<file path="config.mk">
export PLATFORM = sky130hd
export DESIGN_NAME = bm_mem_arb
export DESIGN_NICKNAME = d
export VERILOG_FILES = /design/src/rtl/bm_mem_arb.sv
export SDC_FILE = /design/constraint.sdc
export NUM_CORES = 1
export LEC_CHECK = 0
export CORE_AREA = 2 2 225 227
export CTS_CLUSTER_SIZE = 8
export DETAILED_ROUTE_END_ITERATION = 12
export DIE_AREA = 0 0 227 229
export PLACE_DENSITY = 0.5
export REMOVE_ABC_BUFFERS = 1
export SLEW_MARGIN = 20
export SYNTH_ARGS = -nofsm -noshare
export SYNTH_HDL_FRONTEND = slang
export SYNTH_SLANG_ARGS = --single-unit
</file>
<file path="constraint.sdc">
create_clock -name clk -period 14.2 [get_ports clk]
set_input_delay 4.26 -clock clk [delete_from_list [all_inputs] [get_ports clk]]
set_output_delay 4.26 -clock clk [all_outputs]
set_load 0.005 [all_outputs]
</file>
<file path="src/rtl/bm_mem_arb.sv">
// bm_mem_arb: round-robin arbiter sharing the bitmatrix memory read port; a fixed-latency
// tag pipeline routes returned column data to the requester that issued the read.
module bm_mem_arb #(
    parameter int N_REQ = 4,
    parameter int BM_MEM_ADDR_W = 8,
    parameter int BM_COL_W = 256,
    parameter int RD_LAT = 1
) (
    input  logic                           clk,
    input  logic                           rst,
    input  logic                           arb_en,
    input  logic [N_REQ-1:0]               req_rd_rq,
    input  logic [N_REQ*BM_MEM_ADDR_W-1:0] req_rd_addr,
    input  logic [N_REQ-1:0]               req_flush,
    output logic [N_REQ-1:0]               req_rd_gnt,
    output logic [BM_COL_W-1:0]            req_rd_data,
    output logic [N_REQ-1:0]               req_rd_data_val,
    output logic                           mem_rd_en,
    output logic [BM_MEM_ADDR_W-1:0]       mem_rd_addr,
    input  logic [BM_COL_W-1:0]            mem_rd_data,
    input  logic                           mem_rd_data_val,
    output logic                           arb_busy,
    output logic                           lat_err
);
    localparam int IW = $clog2(N_REQ);
    logic [N_REQ-1:0] eff_rq, data_val_q;
    logic [IW-1:0] ptr_q, gnt_id;
    logic [IW:0] cand;
    logic gnt_v, en_q, err_q, hit;
    logic [BM_MEM_ADDR_W-1:0] gnt_addr, addr_q;
    logic [BM_COL_W-1:0] data_q;
    logic [RD_LAT:0] v_q, v_eff, raw_q;
    logic [RD_LAT:0][IW-1:0] id_q;

    assign eff_rq = req_rd_rq & ~req_flush & {N_REQ{arb_en}};

    // Scan farthest-first so the candidate nearest to ptr is the last (winning) assignment.
    always_comb begin
        gnt_v = 1'b0;
        gnt_id = '0;
        cand = '0;
        for (int k = N_REQ - 1; k >= 0; k--) begin
            cand = {1'b0, ptr_q} + (IW+1)'(k);
            cand = (cand >= (IW+1)'(N_REQ)) ? cand - (IW+1)'(N_REQ) : cand;
            if (eff_rq[cand[IW-1:0]]) begin
                gnt_v = 1'b1;
                gnt_id = cand[IW-1:0];
            end
        end
    end

    always_comb begin
        gnt_addr = '0;
        v_eff = '0;
        for (int i = 0; i < N_REQ; i++)
            if (gnt_id == IW'(i)) gnt_addr = req_rd_addr[i*BM_MEM_ADDR_W +: BM_MEM_ADDR_W];
        for (int k = 0; k <= RD_LAT; k++) v_eff[k] = v_q[k] & ~req_flush[id_q[k]];
    end

    assign hit = v_eff[RD_LAT] & mem_rd_data_val;
    assign req_rd_gnt = (gnt_v && !rst) ? N_REQ'(1) << gnt_id : '0;
    assign req_rd_data = data_q;
    assign req_rd_data_val = data_val_q;
    assign mem_rd_en = en_q;
    assign mem_rd_addr = addr_q;
    assign arb_busy = en_q | (|v_q);
    assign lat_err = err_q;

    // raw_q tracks issued reads without flush clearing so latency checking ignores flushes.
    always_ff @(posedge clk or posedge rst) begin
        if (rst) begin
            ptr_q <= '0;
            en_q <= 1'b0;
            addr_q <= '0;
            data_q <= '0;
            data_val_q <= '0;
            v_q <= '0;
            raw_q <= '0;
            id_q <= '0;
            err_q <= 1'b0;
        end else begin
            if (gnt_v) begin
                ptr_q <= (gnt_id == IW'(N_REQ - 1)) ? '0 : gnt_id + IW'(1);
                addr_q <= gnt_addr;
            end
            en_q <= gnt_v;
            v_q <= {v_eff[RD_LAT-1:0], gnt_v};
            raw_q <= {raw_q[RD_LAT-1:0], gnt_v};
            id_q <= {id_q[RD_LAT-1:0], gnt_id};
            data_val_q <= hit ? N_REQ'(1) << id_q[RD_LAT] : '0;
            if (hit) data_q <= mem_rd_data;
            if (mem_rd_data_val != raw_q[RD_LAT]) err_q <= 1'b1;
        end
    end
endmodule

</file>
==> run_results.csv, run 1 <==
group,metric,value,unit
timing,finalHoldViolCount,0,
timing,setup_violations,0,
power_and_ir_drop,fin_total_pwr,0.00370,W
cts,clockBufferDepth,3,
logic_synthesis,ys_seq_area_frac,0.588,
logic_synthesis,synth_compound_area_frac,0.0274,
timing,finalWorstPathRequiredPeriod,11280,ps
timing,period_share,0.794,
power_and_ir_drop,p_int,0.00274,W
global_route,grt_max_degree,137,
worst_hold_path,min_path_type,"reg2reg",
finish,final_cells,1952,
cts,post_cts_buffers,0,
cts,clock_latency,530,ps
cts,clk_pin_slew_worst_paths,50,ps
logic_synthesis,yosysTopAreaCell,"dfrtp_1",
critical_path,critical_path_class,"in2out",
global_route,grt_use_total,0.140,
logic_synthesis,synth.ff_latch_count,278,
critical_path,cp.required,9940,ps
place,dp_hpwl,27.4,mm
power_and_ir_drop,p_switching,0.000955,W
logic_synthesis,ys.flop_type,"dfrtp_1",
run_status,status,"finished clean",
logic_synthesis,yosysWarningCount,0,
cts,cts_tree,"done",
critical_path,path_buf_inv,2,
timing,report.final.slew_viol_count,0,
place,dp_cells,1901,
logic_synthesis,synth_cell_types,35,
power_and_ir_drop,clkPwrFrac,0.238,
worst_hold_path,hold_start,"id_q[1]$_DFF_PP0_",
flow_run,drv_cap,0,
logic_synthesis,async_reset_ff_frac,1.00,
finish,fill_cells,4820,
place,placed_area,18000,µm²
place,gp_congestion,0.854,
power_and_ir_drop,pwr-share-comb,0.399,
power_and_ir_drop,vdd_ir_drop_max,0.0708,mV
global_route,grt.overflow.total,0,
critical_path,cp_top_family,"buffers and inverters",
critical_path,crit_arrival,7020,ps
finish,design_area,19100,µm²
die,die-area,52000,µm²
logic_synthesis,yosys.area.top_type_share,0.588,
routing,wl_per_cell,19.2,µm
logic_synthesis,synth.area.mux_share,0.313,
global_route,met2_usage,0.241,
cts,cts-root-buf,"clkbuf_16",
critical_path,critPathSlowestCell,"ha_1",
logic_synthesis,synth_area_per_cell,17.2,µm²
logic_synthesis,synthTopCellsByCount,"278 x dfrtp_1, 201 x mux2_4, 54 x mux2_2, 22 x buf_12, 19 x a21oi_1",
global_route,grt_pass1_vias,8641,
logic_synthesis,yosys-top-cells-area,"dfrtp_1 59%, mux2_4 26%, mux2_2 5.1%, buf_12 3.7%, a21oi_1 0.80%",
critical_path,crit_path_frequent_cell,"clkdlybuf4s50_1",
die,rows,82,
place,port_buffers,574,
finish,area.growth.synth_to_final,61.4,%
global_route,use_met3,0.0608,
routing,remaining_drc_errors,0,
critical_path,reg2reg_from,"id_q[3]$_DFF_PP0_",
logic_synthesis,yosysMostFrequentCell,"dfrtp_1",
timing,fin_tns_setup,0,ps
power_and_ir_drop,p_seq_frac,0.363,
timing,tightest_slew,1120,ps
die,io_pins,575,
die,core-area,49700,µm²
cts,cts_sinks,278,
die,die_h,229,µm
global_route,antenna_found_initial,2,
cts,postCtsHoldBufs,0,
logic_synthesis,synth_edf_count,0,
logic_synthesis,yosys.area_share.simple,0.0163,
finish,drive_gt1_frac,0.247,
routing,drtPass1Iterations,5,
logic_synthesis,synth_xor_area_frac,0.000741,
power_and_ir_drop,power.density,194,nW/µm²
critical_path,slowest_delay,530,ps
die,die_w,227,µm
logic_synthesis,postSynthCellCount,686,
power_and_ir_drop,leakage,8.09,nW
critical_path,cp-start-kind,"primary input",
logic_synthesis,synth_top_family_by_area,"multiplexers",
routing,num_vias,7853,
critical_path,cp-startpoint,"req_rd_rq[1]",
routing,drtAntennaViolNets,0,
critical_path,rrSetupSlack,10550,ps
finish,nets,1576,
critical_path,critPathCaptureType,"output port",
global_route,use_met1,0.149,
timing,skew,8.89,ps
die,start_util,0.238,
cts,cts_inserted_buffers,41,
timing,relSlewSlack,0.250,
logic_synthesis,synth-adder-area-share,0.00423,
global_route,busiest_layer,"met2",
critical_path,worstPathCellList,"clkdlybuf4s50_1 -> nor2b_1 -> mux2i_1 -> o21ai_0 -> a21o_1 -> ha_1 -> and2_1 -> clkdlybuf4s50_1",
routing,drt_iter0_markers,268,
global_route,grt_pass1_wl,54.6,mm
power_and_ir_drop,netSwitchingFraction,0.258,
routing,vias_per_cell,4.02,
finish,final_util,0.384,
timing,max_freq,88.7,MHz
cts,h-tree-depth,2,
logic_synthesis,netlist_area,11800,µm²
routing,detail_route.wirelength,37.5,mm
cts,ctsResizeCount,0,
critical_path,crit_fanout,17,
timing,rsz0062_at_grt,"false",
sequential cells by signal, indices dropped and copies added (netlist names):
register	cells
id_q	4
lat_err	1
mem_rd_addr	8
ptr_q	2
raw_q	2
req_rd_data	256
req_rd_data_val	4
v_q	1
cell families after synthesis:
family / Yosys count
adders and majority gates: 4
and+or+nand+nor: 38
xor gates and xnor gates: 1
muxes: 261
buffers and inverters: 50
AOI/OAI and AO/OA: 54
DFF: 278
cell usage in the layout (no fill, tap or decap), types with 4 or more instances in the layout:
cell | Yosys | final
clkdlybuf4s50_1 | 0 | 574
dfrtp_1 | 278 | 278
mux2_4 | 201 | 201
mux2_2 | 54 | 54
clkbuf_16 | 0 | 43
a21oi_1 | 19 | 19
nand2_1 | 18 | 18
o21ai_0 | 18 | 18
inv_1 | 12 | 11
a22oi_1 | 8 | 8
buf_4 | 3 | 6
nor2b_1 | 5 | 5
and2_1 | 4 | 4
ha_1 | 4 | 4
per-layer routing:
| metal | part of all wire | vias to the layer above | wire length (µm) |
|---|---|---|---|
| met5 | 0 | - | 0 |
| met4 | 0.033 | 0 | 1230 |
| met3 | 0.11 | 76 | 4200 |
| met2 | 0.49 | 376 | 18300 |
| met1 | 0.37 | 3833 | 13700 |
| li1 | - | 3568 | - |
worst register-to-register path, cell delays in order (launching register included):
cell	delay [ps]
dfrtp_1	460
mux2_4	330
a21oi_2	180
o21a_4	400
buf_4	800
buf_4	940
mux2_4	410
final timing paths:
| path | to | cells after the start |
|---|---|---|
| setup / recovery | req_rd_gnt[3] | 8 |
| hold / removal | id_q[3]$_DFF_PP0_ | 0 |
| setup reg to reg | req_rd_data[170]$_DFFE_PP0P_ | 6 |
| hold reg to reg | id_q[3]$_DFF_PP0_ | 0 |
| max in group asynchronous | req_rd_data[107]$_DFFE_PP0P_ | 4 |
| min in group asynchronous | mem_rd_addr[7]$_DFFE_PP0N_ | 2 |
cell type report:
type,count,area [µm²],area share
tap,672,841,0.0441
clock inverter,2,17.5,0.000918
antenna,3,7.51,0.000394
multi-input combinational,358,4290,0.225
timing repair buffer,581,5810,0.305
inverter,12,52.6,0.00275
sequential,278,6960,0.365
clock buffer,46,1100,0.0575
power by group through the flow:
| stage | Combinational [W] | Sequential [W] | Clock [W] |
|---|---|---|---|
| detailed placement | 0.00150 | 0.00135 | 0 |
| global placement | 0.00150 | 0.00134 | 0 |
| floorplan | 0.000546 | 0.00137 | 0 |
| global route | 0.00157 | 0.00139 | 0.000953 |
| finish | 0.00148 | 0.00134 | 0.000881 |
| CTS | 0.00150 | 0.00135 | 0.000922 |
through the flow:
step,setup slack (ps),hold WS [ps]
floorplan,-13.6,361
global placement,2950,412
detailed placement,2970,407
CTS,2940,427
global route,2730,427
finish,2920,419
No activity file was read; power rests on OpenSTA's default activity.
==> run 2: changes to the inputs <==
Settings changed: CORE_AREA 2 2 225 227 to 2 2 223 225, DIE_AREA 0 0 227 229 to 0 0 225 227, PLACE_DENSITY 0.5 to 0.53.
Clock period 14.2 ns to 9.2 ns, I/O delays scaled along.
==> run 2 against run 1 <==
Power grew 54%. Critical path type unchanged. Worst hold slack improved by 10 ps. Setup slack lost 1900 ps. Die area is 1.7% lower. Cell count fell by 2.8%. Clock power is 52% higher. Cell area shrank 0.30%. Clock-buffer cell count is 2 lower.
==> run_results.csv, run 2 (synthesis results as in run 1) <==
group,metric,value,unit
finish,fill_cells,4605,
routing,drt_iter0_markers,306,
critical_path,cp-start-kind,"primary input",
cts,clk_pin_slew_worst_paths,50,ps
cts,clock_latency,530,ps
critical_path,crit_arrival,5400,ps
finish,diodes,0,
place,port_buffers,574,
die,rows,81,
finish,nets,1576,
timing,skew,14.6,ps
cts,ctsResizeCount,0,
cts,cts_sinks,278,
routing,wl_per_cell,19.2,µm
timing,finalWorstPathRequiredPeriod,8160,ps
cts,post_cts_buffers,0,
timing,relSlewSlack,0.285,
place,dp_slack,1080,ps
cts,cts_tree,"done",
cts,h-tree-depth,2,
timing,period_share,0.887,
global_route,grt.overflow.total,0,
critical_path,cp.required,6440,ps
finish,area.growth.synth_to_final,60.9,%
power_and_ir_drop,power.density,299,nW/µm²
critical_path,cp_top_family,"buffers and inverters",
critical_path,worstPathCellList,"clkdlybuf4s50_1 -> nor2b_1 -> mux2i_1 -> o21ai_0 -> a21o_1 -> ha_1 -> and2_1 -> clkdlybuf4s50_1",
die,die_w,225,µm
die,start_util,0.244,
global_route,grt_max_degree,133,
routing,vias_per_cell,4.13,
timing,report.final.slew_viol_count,0,
place,dp_cells,1851,
global_route,antenna_found_initial,1,
cts,clockBufferDepth,3,
finish,final_cells,1898,
routing,remaining_drc_errors,0,
critical_path,critPathCaptureType,"output port",
die,io_pins,575,
critical_path,crit_fanout,17,
power_and_ir_drop,vdd_ir_drop_max,0.126,mV
cts,postCtsHoldBufs,0,
power_and_ir_drop,leakage,8.09,nW
finish,final_cell_mix,"574 x clkdlybuf4s50_1, 278 x dfrtp_1, 201 x mux2_4, 54 x mux2_2, 43 x clkbuf_16",
routing,drtAntennaViolNets,0,
place,gp_congestion,0.818,
timing,tightest_slew,1070,ps
timing,finalHoldViolCount,0,
routing,detail_route.wirelength,36.4,mm
global_route,grt_use_total,0.136,
run_status,status,"finished clean",
routing,drtPass1Iterations,4,
cts,cts_inserted_buffers,41,
finish,largest_reg_flops,256,
flow_run,drv_cap,0,
global_route,grt_pass1_vias,8201,
place,dp_hpwl,26.6,mm
worst_hold_path,min_path_type,"reg2reg",
finish,final_util,0.392,
finish,final_common_cell,"clkdlybuf4s50_1",
cts,cts-root-buf,"clkbuf_16",
finish,drive_gt1_frac,0.247,
global_route,grt_pass1_wl,52.4,mm
timing,layout_setup_ws,1040,ps
finish,design_area,19000,µm²
die,die-area,51100,µm²
timing,setup_violations,0,
die,die_h,227,µm
timing,max_freq,123,MHz
critical_path,critPathSlowestCell,"clkdlybuf4s50_1",
routing,num_vias,7840,
place,placed_area,17900,µm²
die,core-area,48500,µm²
timing,rsz0062_at_grt,"false",
critical_path,crit_path_frequent_cell,"clkdlybuf4s50_1",
critical_path,critical_path_class,"in2out",
critical_path,slowest_delay,520,ps
critical_path,path_buf_inv,2,
-- run 2: changes by cell type in the layout (fill, tap and decap cells not counted), sizes merged --
| cell | previous run | this run |
|---|---|---|
| clkinv | 1 | 2 |
| diode | 3 | 0 |
| clkbuf | 46 | 44 |
-- run 2: through the flow --
step           setup TNS, ps  power (W)  hold slack (ps)
5_1_grt                    0    0.00599              438
3_3_place_gp               0    0.00438              411
3_5_place_dp               0    0.00438              412
2_1_floorplan       -1216660    0.00295              361
4_1_cts                    0    0.00579              432
6_report                   0    0.00568              429
-- run 2: power breakdown --
group / switching, W / total, W / internal [W]
Sequential: 0.000307 / 0.00208 / 0.00177
Combinational: 0.000625 / 0.00226 / 0.00164
Clock: 0.000524 / 0.00134 / 0.000818
-- run 2: layer usage --
layer	wire length [µm]	GRT usage
met5	9	0
met4	1020	0.0511
met3	3290	0.0503
met2	18000	0.232
met1	14100	0.154
-- run 2: final cells by class --
type	instances	area, µm²	share of cell area
clock buffers	44	1080	0.0568
clock inverters	3	22.5	0.00118
inverters	12	52.6	0.00276
multi-input cells	358	4290	0.226
flip-flops and latches	278	6960	0.366
well taps	622	778	0.0409
repair buffers	581	5840	0.307
-- run 2: final timing paths --
path / to / slack (ps) / cells after the start / startpoint
worst min register to register: id_q[3]$_DFF_PP0_ / 430 / 0 / id_q[1]$_DFF_PP0_
worst min-delay path: id_q[3]$_DFF_PP0_ / 430 / 0 / id_q[1]$_DFF_PP0_
worst max-delay path: req_rd_gnt[1] / 1040 / 8 / req_flush[1]
worst max register to register: req_rd_data[51]$_DFFE_PP0P_ / 6340 / 5 / id_q[3]$_DFF_PP0_
max in group asynchronous: req_rd_data[85]$_DFFE_PP0P_ / 5130 / 3 / rst
min in group asynchronous: req_rd_data[166]$_DFFE_PP0P_ / 2720 / 2 / rst
